[config.mk]
export PLATFORM = sky130hd
export DESIGN_NAME = shared_timer_arbiter
export DESIGN_NICKNAME = d
export VERILOG_FILES = /design/src/rtl/shared_timer_pkg.sv /design/src/rtl/interval_counter.sv /design/src/rtl/shared_timer_arbiter.sv
export SDC_FILE = /design/constraint.sdc
export NUM_CORES = 1
export LEC_CHECK = 0
export ABC_CLOCK_PERIOD_IN_PS = 9480
export BUFFER_PORTS_ARGS = -buffer_cell sky130_fd_sc_hd__buf_2
export CAP_MARGIN = 20
export CELL_PAD_IN_SITES_DETAIL_PLACEMENT = 1
export CELL_PAD_IN_SITES_GLOBAL_PLACEMENT = 1
export CORE_MARGIN = 10
export CORE_UTILIZATION = 30
export CTS_BUF_LIST = sky130_fd_sc_hd__clkbuf_4
export CTS_CLUSTER_SIZE = 28
export DETAILED_ROUTE_END_ITERATION = 8
export MAX_ROUTING_LAYER = met4
export PLACE_DENSITY = 0.72
export SLEW_MARGIN = 5
export SYNTH_ARGS = -nofsm -noshare
export SYNTH_HDL_FRONTEND = slang
export SYNTH_SLANG_ARGS = --single-unit
[constraint.sdc]
create_clock -name clk -period 9.48 [get_ports clk]
set_clock_uncertainty 0.1 [all_clocks]
set_input_delay 1.422 -clock clk [delete_from_list [all_inputs] [get_ports clk]]
set_output_delay 1.422 -clock clk [all_outputs]
set_load 0.02 [all_outputs]
[src/rtl/shared_timer_pkg.sv]
// Shared definitions for the shared interval timer arbiter: FSM states and id-width helper.
package shared_timer_pkg;

    typedef enum logic [1:0] {
        IDLE  = 2'd0,
        COUNT = 2'd1,
        DONE  = 2'd2
    } state_t;

    function automatic int id_width(input int n);
        return (n > 1) ? $clog2(n) : 1;
    endfunction

endpackage

[src/rtl/interval_counter.sv]
// Up-counter with synchronous clear (priority) and increment-on-enable.
module interval_counter #(
    parameter int NUM_BITS = 4
) (
    input  logic                clk,
    input  logic                reset,
    input  logic                clear,
    input  logic                enable,
    output logic [NUM_BITS-1:0] value
);

    // NOTE: sequential state uses non-blocking assignments so every flop samples pre-edge values.
    always_ff @(posedge clk) begin
        if (reset || clear) begin
            value <= '0;
        end else if (enable) begin
            value <= value + 1'b1;
        end
    end

endmodule

[src/rtl/shared_timer_arbiter.sv]
// Round-robin arbiter granting one shared interval counter to NUM_REQ requesters.
// Optional feature: define SHARED_TIMER_ABORT_EN to add the abort input and aborted pulse.
module shared_timer_arbiter
    import shared_timer_pkg::*;
#(
    parameter int  NUM_BITS = 4,
    parameter int  NUM_REQ  = 4,
    localparam int ID_W     = id_width(NUM_REQ)
) (
    input  logic                         clk,
    input  logic                         reset,
`ifdef SHARED_TIMER_ABORT_EN
    input  logic                         abort,
    output logic                         aborted,
`endif
    input  logic [NUM_REQ-1:0]           req,
    input  logic [NUM_REQ*NUM_BITS-1:0]  len,
    output logic [NUM_REQ-1:0]           grant,
    output logic                         busy,
    output logic [NUM_BITS-1:0]          value,
    output logic                         done,
    output logic [ID_W-1:0]              done_id
);

    state_t              state;
    state_t              state_next;
    logic [ID_W-1:0]     last_winner;
    logic [ID_W-1:0]     rr_winner;
    logic [NUM_BITS-1:0] rr_len;
    logic [NUM_BITS-1:0] len_q;
    logic                rr_found;
    int                  rr_dist;
    int                  rr_best;
    logic                cnt_clear;
    logic                cnt_enable;

    // Round-robin: the requester with the smallest positive distance above last_winner wins.
    // NOTE: every variable gets a default before the loop so no latch is inferred.
    always_comb begin
        rr_found  = 1'b0;
        rr_winner = '0;
        rr_len    = '0;
        rr_dist   = 0;
        rr_best   = NUM_REQ + 1;
        for (int i = 0; i < NUM_REQ; i++) begin
            if (req[i]) begin
                rr_dist = (i > int'(last_winner)) ? i - int'(last_winner)
                                                  : i - int'(last_winner) + NUM_REQ;
                if (rr_dist < rr_best) begin
                    rr_best   = rr_dist;
                    rr_found  = 1'b1;
                    rr_winner = ID_W'(i);
                    rr_len    = len[i*NUM_BITS +: NUM_BITS];
                end
            end
        end
    end

    always_ff @(posedge clk) begin
        if (reset) begin
            state <= IDLE;
        end else begin
            state <= state_next;
        end
    end

    always_comb begin
        state_next = state;
        case (state)
            IDLE:  if (rr_found) state_next = COUNT;
            COUNT: begin
`ifdef SHARED_TIMER_ABORT_EN
                if (abort) begin
                    state_next = IDLE;
                end else if (value == len_q) begin
                    state_next = DONE;
                end
`else
                if (value == len_q) begin
                    state_next = DONE;
                end
`endif
            end
            DONE:    state_next = IDLE;
            default: state_next = IDLE;
        endcase
    end

    // Winner and its length are captured at arbitration; later req/len changes are ignored.
    always_ff @(posedge clk) begin
        if (reset) begin
            last_winner <= ID_W'(NUM_REQ - 1);
        end else if (state == IDLE && rr_found) begin
            last_winner <= rr_winner;
        end
    end

    // NOTE: len_q is plain datapath, only read in COUNT after being loaded, so it needs no reset.
    always_ff @(posedge clk) begin
        if (state == IDLE && rr_found) begin
            len_q <= rr_len;
        end
    end

`ifdef SHARED_TIMER_ABORT_EN
    always_ff @(posedge clk) begin
        if (reset) begin
            aborted <= 1'b0;
        end else begin
            aborted <= (state == COUNT) && abort;
        end
    end
`endif

    // Clearing on any exit from COUNT keeps value at 0 in DONE and IDLE.
    assign cnt_clear  = (state_next != COUNT);
    assign cnt_enable = (state == COUNT);

    interval_counter #(
        .NUM_BITS (NUM_BITS)
    ) u_counter (
        .clk    (clk),
        .reset  (reset),
        .clear  (cnt_clear),
        .enable (cnt_enable),
        .value  (value)
    );

    always_comb begin
        grant   = '0;
        busy    = 1'b0;
        done    = 1'b0;
        done_id = '0;
        case (state)
            COUNT: begin
                grant = NUM_REQ'(1) << last_winner;
                busy  = 1'b1;
            end
            DONE: begin
                done    = 1'b1;
                done_id = last_winner;
            end
            default: ;
        endcase
    end

endmodule

==> out/qor.yml, run 1 <==
drt_iter0_markers: 30
power_frac_clock: 0.067
switching_share: 0.473
p_per_area_nw_per_um2: 327
hold_buffers: 0
final.setup.tns_ns: 0
synth_area_per_cell_um2: 9.62
postSynth.asyncResetShare: 0
fmax_mhz: 162
vias: 1092
power_frac_seq: 0.217
dp_hpwl_um: 2860
grt_pass1_vias: 1159
synth_cells: 125
clk_latency_ns: 0.27
period_needed_ns: 6.19
cp_slowest_stage_delay_ns: 0.49
dieHeight_um: 83.3
fp.coreArea_um2: 3770
wirelength_um: 3390
cts_max_level: 1
cts_sinks: 12
antenna_cells: 0
cts.repair.resized: 0
crit_path_end_kind: "flop"
post_cts_buffers: 0
wl_per_cell_um: 16.2
yosysSeqAreaShare: 0.233
power_leakage_nw: 0.701
cp.arrival_ns: 6.01
hp-class: "reg -> reg"
synth-seq-cells: 12
worst_slew_pin_slew_ns: 0.672
slew_headroom: 0.548
path_max_fanout: 7
synth.distinct_cells: 36
cp-start-kind: "input pin"
cts.path.max_buffers: 2
final_common_cell: "buf_2"
path_cells: "buf_2 > nor2b_1 > ha_1 > nor2b_1 > nor2_1 > o211a_1 > a31oi_1 > ha_1 > a21oi_1 > o21ai_0 > a31oi_1 > or2_2 > mux2_2 > ha_1 > nor2b_1 > o21ai_0 > and4bb_2 > a21oi_1 > nor3_1"
grt_first_pass_wirelength_um: 5640
cts_buffers: 3
netlist_area_um2: 1200
antenna_found_initial: 0
die_area_um2: 6940
n_fill_cell: 462
vdd_drop_max_v: 0.000110
ant_nets: 0
drive_above_1_share: 0.309
ios: 34
rows: 22
track_usage: 0.0956
worst_slack_ns: 3.29
numPortBuffers: 33
clkTransAtPathRegs_ns: 0.08
r2r_slack_ns: 3.67
critPathSlowestCell: "a31oi_1"
setup-violations-final: 0
overflow: 0
initial_core_util: 0.319
synth_edf_count: 4
status: "complete, no violations"
drtPass1Iterations: 4
p_switching_w: 0.000224
drv_cap: 0
die_width_um: 83.3
grt_max_degree: 11
pwr-share-comb: 0.715
critical_path.top_delay_family: "simple AND/OR/NAND/NOR gates"
yosysWarnings: 0
worst-path-buf-inv: 1
cts_tree: "yes"
place_congestion: 0.786
hold_violations: 0
ys.flop_type: "dfxtp_1"
nets: 201
finalCritPeriodShare: 0.653
synthesis.nets: 163
mostFrequentLayoutCells: "buf_2, ha_1, nand2_1"
rsz0062_at_grt: "no"
p_int_w: 0.000250
critPathKind: "in -> reg"
drc: 0
syn_to_final_growth_pct: 20.9
finalMaxSlewViolations: 0
worstPathRequired_ns: 9.30
cts_root_buffer: "clkbuf_4"
viasPerCell: 5.20
pre_cts_slack_ns: 2.98
==> layer usage <==
layer / share of wire / wire length (um) / global-route usage / up-vias
met5: 0 / 0 / - / -
met4: 0.0032 / 11 / 0.0231 / 0
met3: 0.042 / 143 / 0.0225 / 4
met2: 0.47 / 1600 / 0.150 / 27
met1: 0.48 / 1640 / 0.120 / 507
li1: - / - / - / 554
==> path summary, 6_finish.rpt <==
path / start / depth (start not counted) / end
worst max-delay path: req[0] / 19 / len_q[1]
worst min-delay path: u_counter.value[1] / 2 / u_counter.value[1]
worst max register to register: last_winner[0] / 20 / len_q[1]
worst min register to register: u_counter.value[1] / 2 / u_counter.value[1]
==> power by group through the flow <==
stage	sequential (W)	clock, W	combinational (W)
final	0.000103	0.0000320	0.000340
after global placement	0.000104	0	0.000327
after CTS	0.000103	0.0000337	0.000343
after floorplan	0.000101	0	0.000264
after global routing	0.000106	0.0000365	0.000382
after detailed placement	0.000105	0	0.000340
==> tightest hold or removal path, cell delays in order, from the launching register on <==
cell,delay (ns)
dfxtp_1,0.36
nand2_1,0.08
a21oi_1,0.06
==> area by class of cell <==
class / instances / area, um^2 / area share
clock buffer: 3 / 22.5 / 0.0155
clock inverter: 1 / 3.75 / 0.00258
inverter: 8 / 30.0 / 0.0207
multi-input combinational: 105 / 892 / 0.614
sequential: 12 / 280 / 0.193
tap: 48 / 60.1 / 0.0413
timing repair buffer: 33 / 165 / 0.114
==> through the flow <==
| step | total power [W] | hold slack (ns) | instances | utilization | cell area, um^2 |
|---|---|---|---|---|---|
| floorplan | 0.000365 | 0.474 | 125 | - | 1200 |
| global route | 0.000524 | 0.486 | 210 | 0.386 | 1450 |
| detailed placement | 0.000444 | 0.422 | 206 | 0.379 | 1430 |
| global placement | 0.000431 | 0.412 | 206 | 0.379 | 1430 |
| CTS | 0.000480 | 0.437 | 210 | 0.386 | 1450 |
| finish | 0.000475 | 0.440 | 210 | 0.386 | 1450 |
==> state kept, by name, summed over array words and instances, names as in the netlist <==
signal / cells
u_counter.value: 4
len_q: 4
state: 2
last_winner: 2
==> synthesized netlist by cell type, drive strengths merged, types with 2 or more instances <==
library cell | instances | area [um^2]
a21oi | 4 | 20.0
a221o | 6 | 60.1
a31oi | 2 | 12.5
a32o | 4 | 40.0
and2 | 8 | 50.1
and4bb | 2 | 25.0
dfxtp | 8 | 160
edfxtp | 4 | 120
ha | 16 | 200
inv | 8 | 30.0
mux2 | 5 | 56.3
nand2 | 9 | 33.8
nor2 | 7 | 26.3
nor2b | 5 | 31.3
nor3 | 2 | 10.0
nor3b | 2 | 15.0
nor4 | 2 | 12.5
o211a | 2 | 20.0
o21ai | 6 | 30.0
o31ai | 2 | 42.5
xor2 | 6 | 52.6
==> logic make-up (layout without fill, tap and decap cells) <==
kind of cell / after synthesis / in the layout / share of synthesized area
fa+ha+maj: 16 / 16 / 0.166
flops: 12 / 12 / 0.233
compound gates: 34 / 34 / 0.265
buf+inv: 8 / 45 / 0.0250
xor+xnor: 6 / 6 / 0.0437
mux: 6 / 6 / 0.0551
simple gates: 43 / 43 / 0.211
Power figures use the tool's default switching activity.
==> run 2, diff against run 1 <==
--- a/config.mk
+++ b/config.mk
@@ -5,7 +5,7 @@
 export SDC_FILE = /design/constraint.sdc
 export NUM_CORES = 1
 export LEC_CHECK = 0
-export ABC_CLOCK_PERIOD_IN_PS = 9480
+export ABC_CLOCK_PERIOD_IN_PS = 5600
 export BUFFER_PORTS_ARGS = -buffer_cell sky130_fd_sc_hd__buf_2
 export CAP_MARGIN = 20
 export CELL_PAD_IN_SITES_DETAIL_PLACEMENT = 1
@@ -16,7 +16,7 @@
 export CTS_CLUSTER_SIZE = 28
 export DETAILED_ROUTE_END_ITERATION = 8
 export MAX_ROUTING_LAYER = met4
-export PLACE_DENSITY = 0.72
+export PLACE_DENSITY = 0.74
 export SLEW_MARGIN = 5
 export SYNTH_ARGS = -nofsm -noshare
 export SYNTH_HDL_FRONTEND = slang
==> constraint.sdc (replaced) <==
create_clock -name clk -period 5.6 [get_ports clk]
set_clock_uncertainty 0.1 [all_clocks]
set_input_delay 0.84 -clock clk [delete_from_list [all_inputs] [get_ports clk]]
set_output_delay 0.84 -clock clk [all_outputs]
set_load 0.02 [all_outputs]
==> out/qor.yml, run 2 (synthesis gave the netlist of run 1 again) <==
status: "complete, no violations"  # unchanged
ios: 34  # unchanged
period_needed_ns: 5.10
grt_first_pass_wirelength_um: 5800  # was 5640 um
antenna_cells: 0  # unchanged
fmax_mhz: 196
worstPathRequired_ns: 5.53  # was 9.30 ns
final_common_cell: "buf_2"  # unchanged
met3_usage: 0.0205  # was 0.0225
grt_pass1_vias: 1217  # was 1159
viasPerCell: 5.13  # was 5.20
vdd_drop_max_v: 0.000231  # was 0.000110 V
cpMostUsedCell: "ha_1"
slew_headroom: 0.612  # was 0.548
clk_latency_ns: 0.28  # was 0.27 ns
rsz0062_at_grt: "no"  # unchanged
rows: 22  # unchanged
cts.path.max_buffers: 2  # unchanged
track_usage: 0.0990  # was 0.0956
numPortBuffers: 33  # unchanged
cts_max_level: 1  # unchanged
drtPass1Iterations: 4  # unchanged
overflow: 0  # unchanged
cp-start-kind: "flop"  # was input pin
final.setup.tns_ns: 0  # unchanged
post_cts_buffers: 0  # unchanged
fin_util: 0.393  # was 0.386
path_cells: "inv_1 > ha_1 > ha_1 > nor2b_2 > nor2_1 > o211a_1 > a31oi_1 > ha_1 > a21oi_1 > o21ai_0 > a31oi_1 > or2_2 > mux2_2 > ha_1 > nor2b_1 > o21ai_0 > and4bb_2 > nand2_1 > mux2_2"  # was buf_2 > nor2b_1 > ha_1 > nor2b_1 > nor2_1 > o211a_1 > a31oi_1 > ha_1 > a21oi_1 > o21ai_0 > a31oi_1 > or2_2 > mux2_2 > ha_1 > nor2b_1 > o21ai_0 > and4bb_2 > a21oi_1 > nor3_1
grt.busiest_layer: "met2"  # unchanged
initial_core_util: 0.319  # unchanged
wirelength_um: 3410  # was 3390 um
ant_nets: 0  # unchanged
drt_iter0_markers: 25  # was 30
syn_to_final_growth_pct: 23.1  # was 20.9%
cts_tree: "yes"  # unchanged
die_area_um2: 6940  # unchanged
fp.coreArea_um2: 3770  # unchanged
clkTransAtPathRegs_ns: 0.07  # was 0.08 ns
cts_sinks: 12  # unchanged
drive_above_1_share: 0.333  # was 0.309
wl_per_cell_um: 16.0  # was 16.2 um
dp_hpwl_um: 2870  # was 2860 um
cts_buffers: 3  # unchanged
cp_slowest_stage_delay_ns: 0.45  # was 0.49 ns
finalPower_w: 0.000827  # was 0.000475 W
grt_max_degree: 11  # unchanged
mostFrequentLayoutCells: "buf_2, ha_1, nand2_1"  # unchanged
setup-violations-final: 0  # unchanged
placed_area_um2: 1450  # was 1430 um^2
drc: 0  # unchanged
crit_path_end_kind: "flop"  # unchanged
die_width_um: 83.3  # unchanged
hold_violations: 0  # unchanged
drv_cap: 0  # unchanged
cp.arrival_ns: 5.03  # was 6.01 ns
holdCritStartpoint: "u_counter.value[1]"  # unchanged
vias: 1093  # was 1092
reg_top3: "len_q: 4 flops, u_counter.value: 4 flops"  # unchanged
nets: 204  # was 201
cts_root_buffer: "clkbuf_4"  # unchanged
fin_area_um2: 1480  # was 1450 um^2
power_leakage_nw: 0.716  # was 0.701 nW
finalMaxSlewViolations: 0  # unchanged
cp-startpoint: "last_winner[1]"  # was req[0]
antenna_found_initial: 0  # unchanged
met1_usage: 0.120  # about the same
worst_r2r_path_depth: 19  # was 20
holdPathStages: 2  # unchanged
finalCritPeriodShare: 0.911
path_max_fanout: 10  # was 7
worst_slew_pin_slew_ns: 0.577  # was 0.672 ns
hold_buffers: 0  # unchanged
place_congestion: 0.801  # was 0.786
critPathKind: "reg -> reg"  # was in -> reg
hp-class: "reg -> reg"  # unchanged
dieHeight_um: 83.3  # unchanged
r2r_start: "last_winner[1]"  # was last_winner[0]
gr-usage-met2: 0.159  # was 0.150
critPathSlowestCell: "dfxtp_2"  # was a31oi_1
p_per_area_nw_per_um2: 559  # was 327 nW/um^2
[run 2: final cells by class]
type                       count  area, um^2
tap                           48        60.1
clock buffer                   3        22.5
timing repair buffer          36         188
inverter                       8        30.0
clock inverter                 1        3.75
sequential                    12         282
multi-input combinational    105         895
fill                         465        2290
[run 2: critical path, delay by kind of cell (launching register included)]
kind	cells	cell delay (ns)
AO/OA/AOI/OAI	6	1.31
adder cells (fa/ha/maj)	4	1.13
AND/OR/NAND/NOR	6	1.09
multiplexers	2	0.64
flip-flops	1	0.45
buffers and inverters	1	0.14
[run 2: metrics by stage]
step	setup WS, ns	cells	hold WS, ns
4_1_cts	0.273	213	0.436
6_report	0.498	213	0.429
3_3_place_gp	0.402	209	0.411
2_1_floorplan	0.425	125	0.474
3_5_place_dp	0.191	209	0.423
5_1_grt	0.0839	213	0.479
[run 2: what timing repair did]
item / 4_1_cts / 5_1_grt
hold endpoints to repair: 0 / 0
resized for setup: 0 / 2
endpoints found under the setup margin: 0 / 9
[run 2: per-layer routing]
layer  share of wire  up-vias
li1                -      553
met5               0        -
met2            0.45       29
met1            0.49      507
met3           0.045        4
met4           0.013        0
[run 2: worst paths after layout]
check / to / slack, ns
setup / recovery: len_q[2] / 0.50
hold / removal: u_counter.value[1] / 0.43
setup reg to reg: len_q[2] / 0.50
hold reg to reg: u_counter.value[1] / 0.43
[run 2: power by group]
| group | total, W | switching, W | internal [W] |
|---|---|---|---|
| sequential | 0.000165 | 0.0000292 | 0.000136 |
| clock | 0.0000550 | 0.0000291 | 0.0000258 |
| combinational | 0.000607 | 0.000326 | 0.000281 |
| total | 0.000827 | 0.000385 | 0.000443 |
==> run 3, diff against run 2 <==
--- a/config.mk
+++ b/config.mk
@@ -5,9 +5,10 @@
 export SDC_FILE = /design/constraint.sdc
 export NUM_CORES = 1
 export LEC_CHECK = 0
+export ABC_AREA = 1
 export ABC_CLOCK_PERIOD_IN_PS = 5600
 export BUFFER_PORTS_ARGS = -buffer_cell sky130_fd_sc_hd__buf_2
-export CAP_MARGIN = 20
+export CAP_MARGIN = 40
 export CELL_PAD_IN_SITES_DETAIL_PLACEMENT = 1
 export CELL_PAD_IN_SITES_GLOBAL_PLACEMENT = 1
 export CORE_MARGIN = 10
@@ -16,7 +17,7 @@
 export CTS_CLUSTER_SIZE = 28
 export DETAILED_ROUTE_END_ITERATION = 8
 export MAX_ROUTING_LAYER = met4
-export PLACE_DENSITY = 0.74
+export PLACE_DENSITY = 0.79
 export SLEW_MARGIN = 5
 export SYNTH_ARGS = -nofsm -noshare
 export SYNTH_HDL_FRONTEND = slang
==> out/qor.yml, run 3 <==
cp_slowest_stage_delay_ns: 0.50  # was 0.45 ns
synth_edf_count: 4  # unchanged
ios: 34  # unchanged
critPathKind: "reg -> reg"  # unchanged
whs_ns: 0.489  # was 0.429 ns
synth_area_leader_cell: "ha_1"  # unchanged
grt_pass1_vias: 1084  # was 1217
cts_tree: "yes"  # unchanged
cp-startpoint: "last_winner[0]"  # was last_winner[1]
drc: 0  # unchanged
vias: 1036  # was 1093
grt_first_pass_wirelength_um: 4570  # was 5800 um
fmax_mhz: 217  # was 196 MHz
cts.path.max_buffers: 2  # unchanged
mostFrequentLayoutCells: "buf_2, nand2_1, inv_1"  # was buf_2, ha_1, nand2_1
drive_above_1_share: 0.282  # was 0.333
p_int_w: 0.000327  # was 0.000443 W
cts_max_level: 1  # unchanged
finalMaxSlewViolations: 0  # unchanged
synth_cells: 153  # was 125
clk_latency_ns: 0.26  # was 0.28 ns
final.setup.tns_ns: 0  # unchanged
timing.rr.end: "len_q[2]"  # unchanged
fin_area_um2: 1350  # was 1480 um^2
switching_share: 0.519  # was 0.465
synth_area_per_cell_um2: 7.29  # was 9.62 um^2
place_inst: 232  # was 209
yosysSeqAreaShare: 0.251  # was 0.233
power_frac_clock: 0.078  # was 0.066
clkTransAtPathRegs_ns: 0.08  # was 0.07 ns
rows: 22  # unchanged
yosys-top-cells-area: "ha_1, dfxtp_1, edfxtp_1, nand2_1, inv_1"  # was ha_1, dfxtp_1, edfxtp_1, a221o_1, mux2_2
status: "complete, no violations"  # unchanged
synthTopCellsByCount: "nand2_1, inv_1, ha_1"  # was ha_1, nand2_1, and2_1, dfxtp_1, inv_1
pwr-share-comb: 0.681  # was 0.734
cp.arrival_ns: 4.48  # was 5.03 ns
wirelength_um: 2820  # was 3410 um
numPortBuffers: 33  # unchanged
grt_max_degree: 17  # was 11
cts_sinks: 12  # unchanged
finalCritPeriodShare: 0.823  # was 0.911
antenna_found_initial: 0  # unchanged
netlist_area_um2: 1120  # was 1200 um^2
synthesis.nets: 191  # was 163
cts.repair.resized: 0  # unchanged
slew_headroom: 0.647  # was 0.612
r2r_start: "last_winner[0]"  # was last_winner[1]
worst_r2r_path_depth: 25  # was 19
vdd_drop_max_v: 0.000218  # was 0.000231 V
track_usage: 0.0868  # was 0.0990
viasPerCell: 4.39  # was 5.13
p_switching_w: 0.000353  # was 0.000385 W
ys.flop_type: "dfxtp_1"  # unchanged
synth-seq-cells: 12  # unchanged
initial_core_util: 0.307  # was 0.319
rsz0062_at_grt: "no"  # unchanged
worstSetupPathDepth: 25  # was 19
cpMostUsedCell: "nand2_1"  # was ha_1
hp-class: "reg -> reg"  # unchanged
crit_path_end_kind: "flop"  # unchanged
postSynth.asyncResetShare: 0  # unchanged
worst-path-buf-inv: 3  # was 1
power_frac_seq: 0.242  # was 0.200
power_leakage_nw: 0.757  # was 0.716 nW
finalPower_w: 0.000680  # was 0.000827 W
die_width_um: 81.0  # was 83.3 um
final_common_cell: "buf_2"  # unchanged
crit_end: "len_q[2]"  # unchanged
yosysTopAreaCellShare: 0.179  # was 0.166
p_per_area_nw_per_um2: 503  # was 559 nW/um^2
cts_root_buffer: "clkbuf_4"  # unchanged
critical_path.top_delay_family: "simple AND/OR/NAND/NOR gates"  # was compound AO/OA/AOI/OAI gates
synth.distinct_cells: 23  # was 36
cts_buffers: 3  # unchanged
die_area_um2: 6560  # was 6940 um^2
worst_slew_pin_slew_ns: 0.516  # was 0.577 ns
hold_violations: 0  # unchanged
yosysMostFrequentCell: "nand2_1"  # was ha_1
drv_cap: 0  # unchanged
cp-start-kind: "flop"  # unchanged
critPathSlowestCell: "dfxtp_1"  # was dfxtp_2
post_cts_buffers: 0  # unchanged
r2r_slack_ns: 0.99  # was 0.50 ns
dieHeight_um: 81.0  # was 83.3 um
fp.coreArea_um2: 3630  # was 3770 um^2
period_needed_ns: 4.61  # was 5.10 ns
drtPass1Iterations: 4  # unchanged
overflow: 0  # unchanged
ant_nets: 0  # unchanged
instances_no_fill: 236  # was 213
place_congestion: 0.774  # was 0.801
worstPathRequired_ns: 5.47  # was 5.53 ns
nets: 227  # was 204
placed_area_um2: 1330  # was 1450 um^2
dp_hpwl_um: 2470  # was 2870 um
setup-violations-final: 0  # unchanged
drt_iter0_markers: 39  # was 25
path_max_fanout: 16  # was 10
syn_to_final_growth_pct: 21.1  # was 23.1%
antenna_cells: 0  # unchanged
reg_top3: "len_q: 4 flops, u_counter.value: 4 flops"  # unchanged
yosysWarnings: 0  # unchanged
hold_buffers: 0  # unchanged
wl_per_cell_um: 11.9  # was 16.0 um
-- run 3: stage by stage --
stage          setup WS [ns]  utilization
2_1_floorplan           1.50            -
3_5_place_dp           0.926        0.365
4_1_cts                0.928        0.372
3_3_place_gp            1.06        0.365
5_1_grt                0.519        0.372
6_report               0.993        0.372
-- run 3: worst min path at each step --
| stage | from | end | slack [ns] | cells past startpoint |
|---|---|---|---|---|
| after floorplan | last_winner[0] | last_winner[0] | 0.43 | 2 |
| after global placement | u_counter.value[3] | u_counter.value[3] | 0.47 | 2 |
| after detailed placement | u_counter.value[3] | u_counter.value[3] | 0.48 | 2 |
| after CTS | u_counter.value[3] | u_counter.value[3] | 0.50 | 2 |
| after global routing | u_counter.value[3] | u_counter.value[3] | 0.54 | 2 |
| final | u_counter.value[3] | u_counter.value[3] | 0.49 | 2 |
-- run 3: final cells by class --
type | count | area [um^2]
Fill cell | 477 | 2280
Timing Repair Buffer | 33 | 165
Multi-Input combinational cell | 111 | 714
Tap cell | 48 | 60.1
Clock buffer | 3 | 22.5
Inverter | 28 | 105
Sequential cell | 12 | 280
Clock inverter | 1 | 3.75
-- run 3: cell families after synthesis --
logic type               share of synthesized area
AO/OA/AOI/OAI                               0.0572
XOR/XNOR                                    0.0471
adder cells (fa/ha/maj)                      0.179
buffers and inverters                        0.109
flip-flops                                   0.251
multiplexers                                0.0191
AND/OR/NAND/NOR                              0.337
-- run 3: worst register-to-register path, cell delays in order (launching register included) --
cell,delay [ns]
dfxtp_1,0.50
inv_1,0.22
ha_1,0.24
nor2_1,0.15
ha_1,0.25
nand2_1,0.06
nand2_1,0.08
nand2_1,0.21
inv_1,0.11
o21ai_0,0.09
o21ai_0,0.15
ha_1,0.30
nand2_1,0.07
nand2_1,0.05
nand2_1,0.05
nand2_1,0.05
nand2_2,0.07
nand2_4,0.12
nand2_1,0.08
o21ai_0,0.08
ha_1,0.18
a2111oi_0,0.49
nand2_2,0.24
nand3_2,0.13
nand2_2,0.07
inv_1,0.16
-- run 3: power by group through the flow --
stage	logic (W)	clock network, W	registers (W)
2_1_floorplan	0.000376	0	0.000165
3_3_place_gp	0.000460	0	0.000166
3_5_place_dp	0.000472	0	0.000167
4_1_cts	0.000474	0.0000550	0.000165
5_1_grt	0.000541	0.0000591	0.000170
6_report	0.000463	0.0000527	0.000164
-- run 3: routing by layer --
layer | track usage | routed length [um]
met5 | - | 0
met4 | 0.0260 | 17
met3 | 0.0210 | 153
met2 | 0.150 | 1370
met1 | 0.0969 | 1280
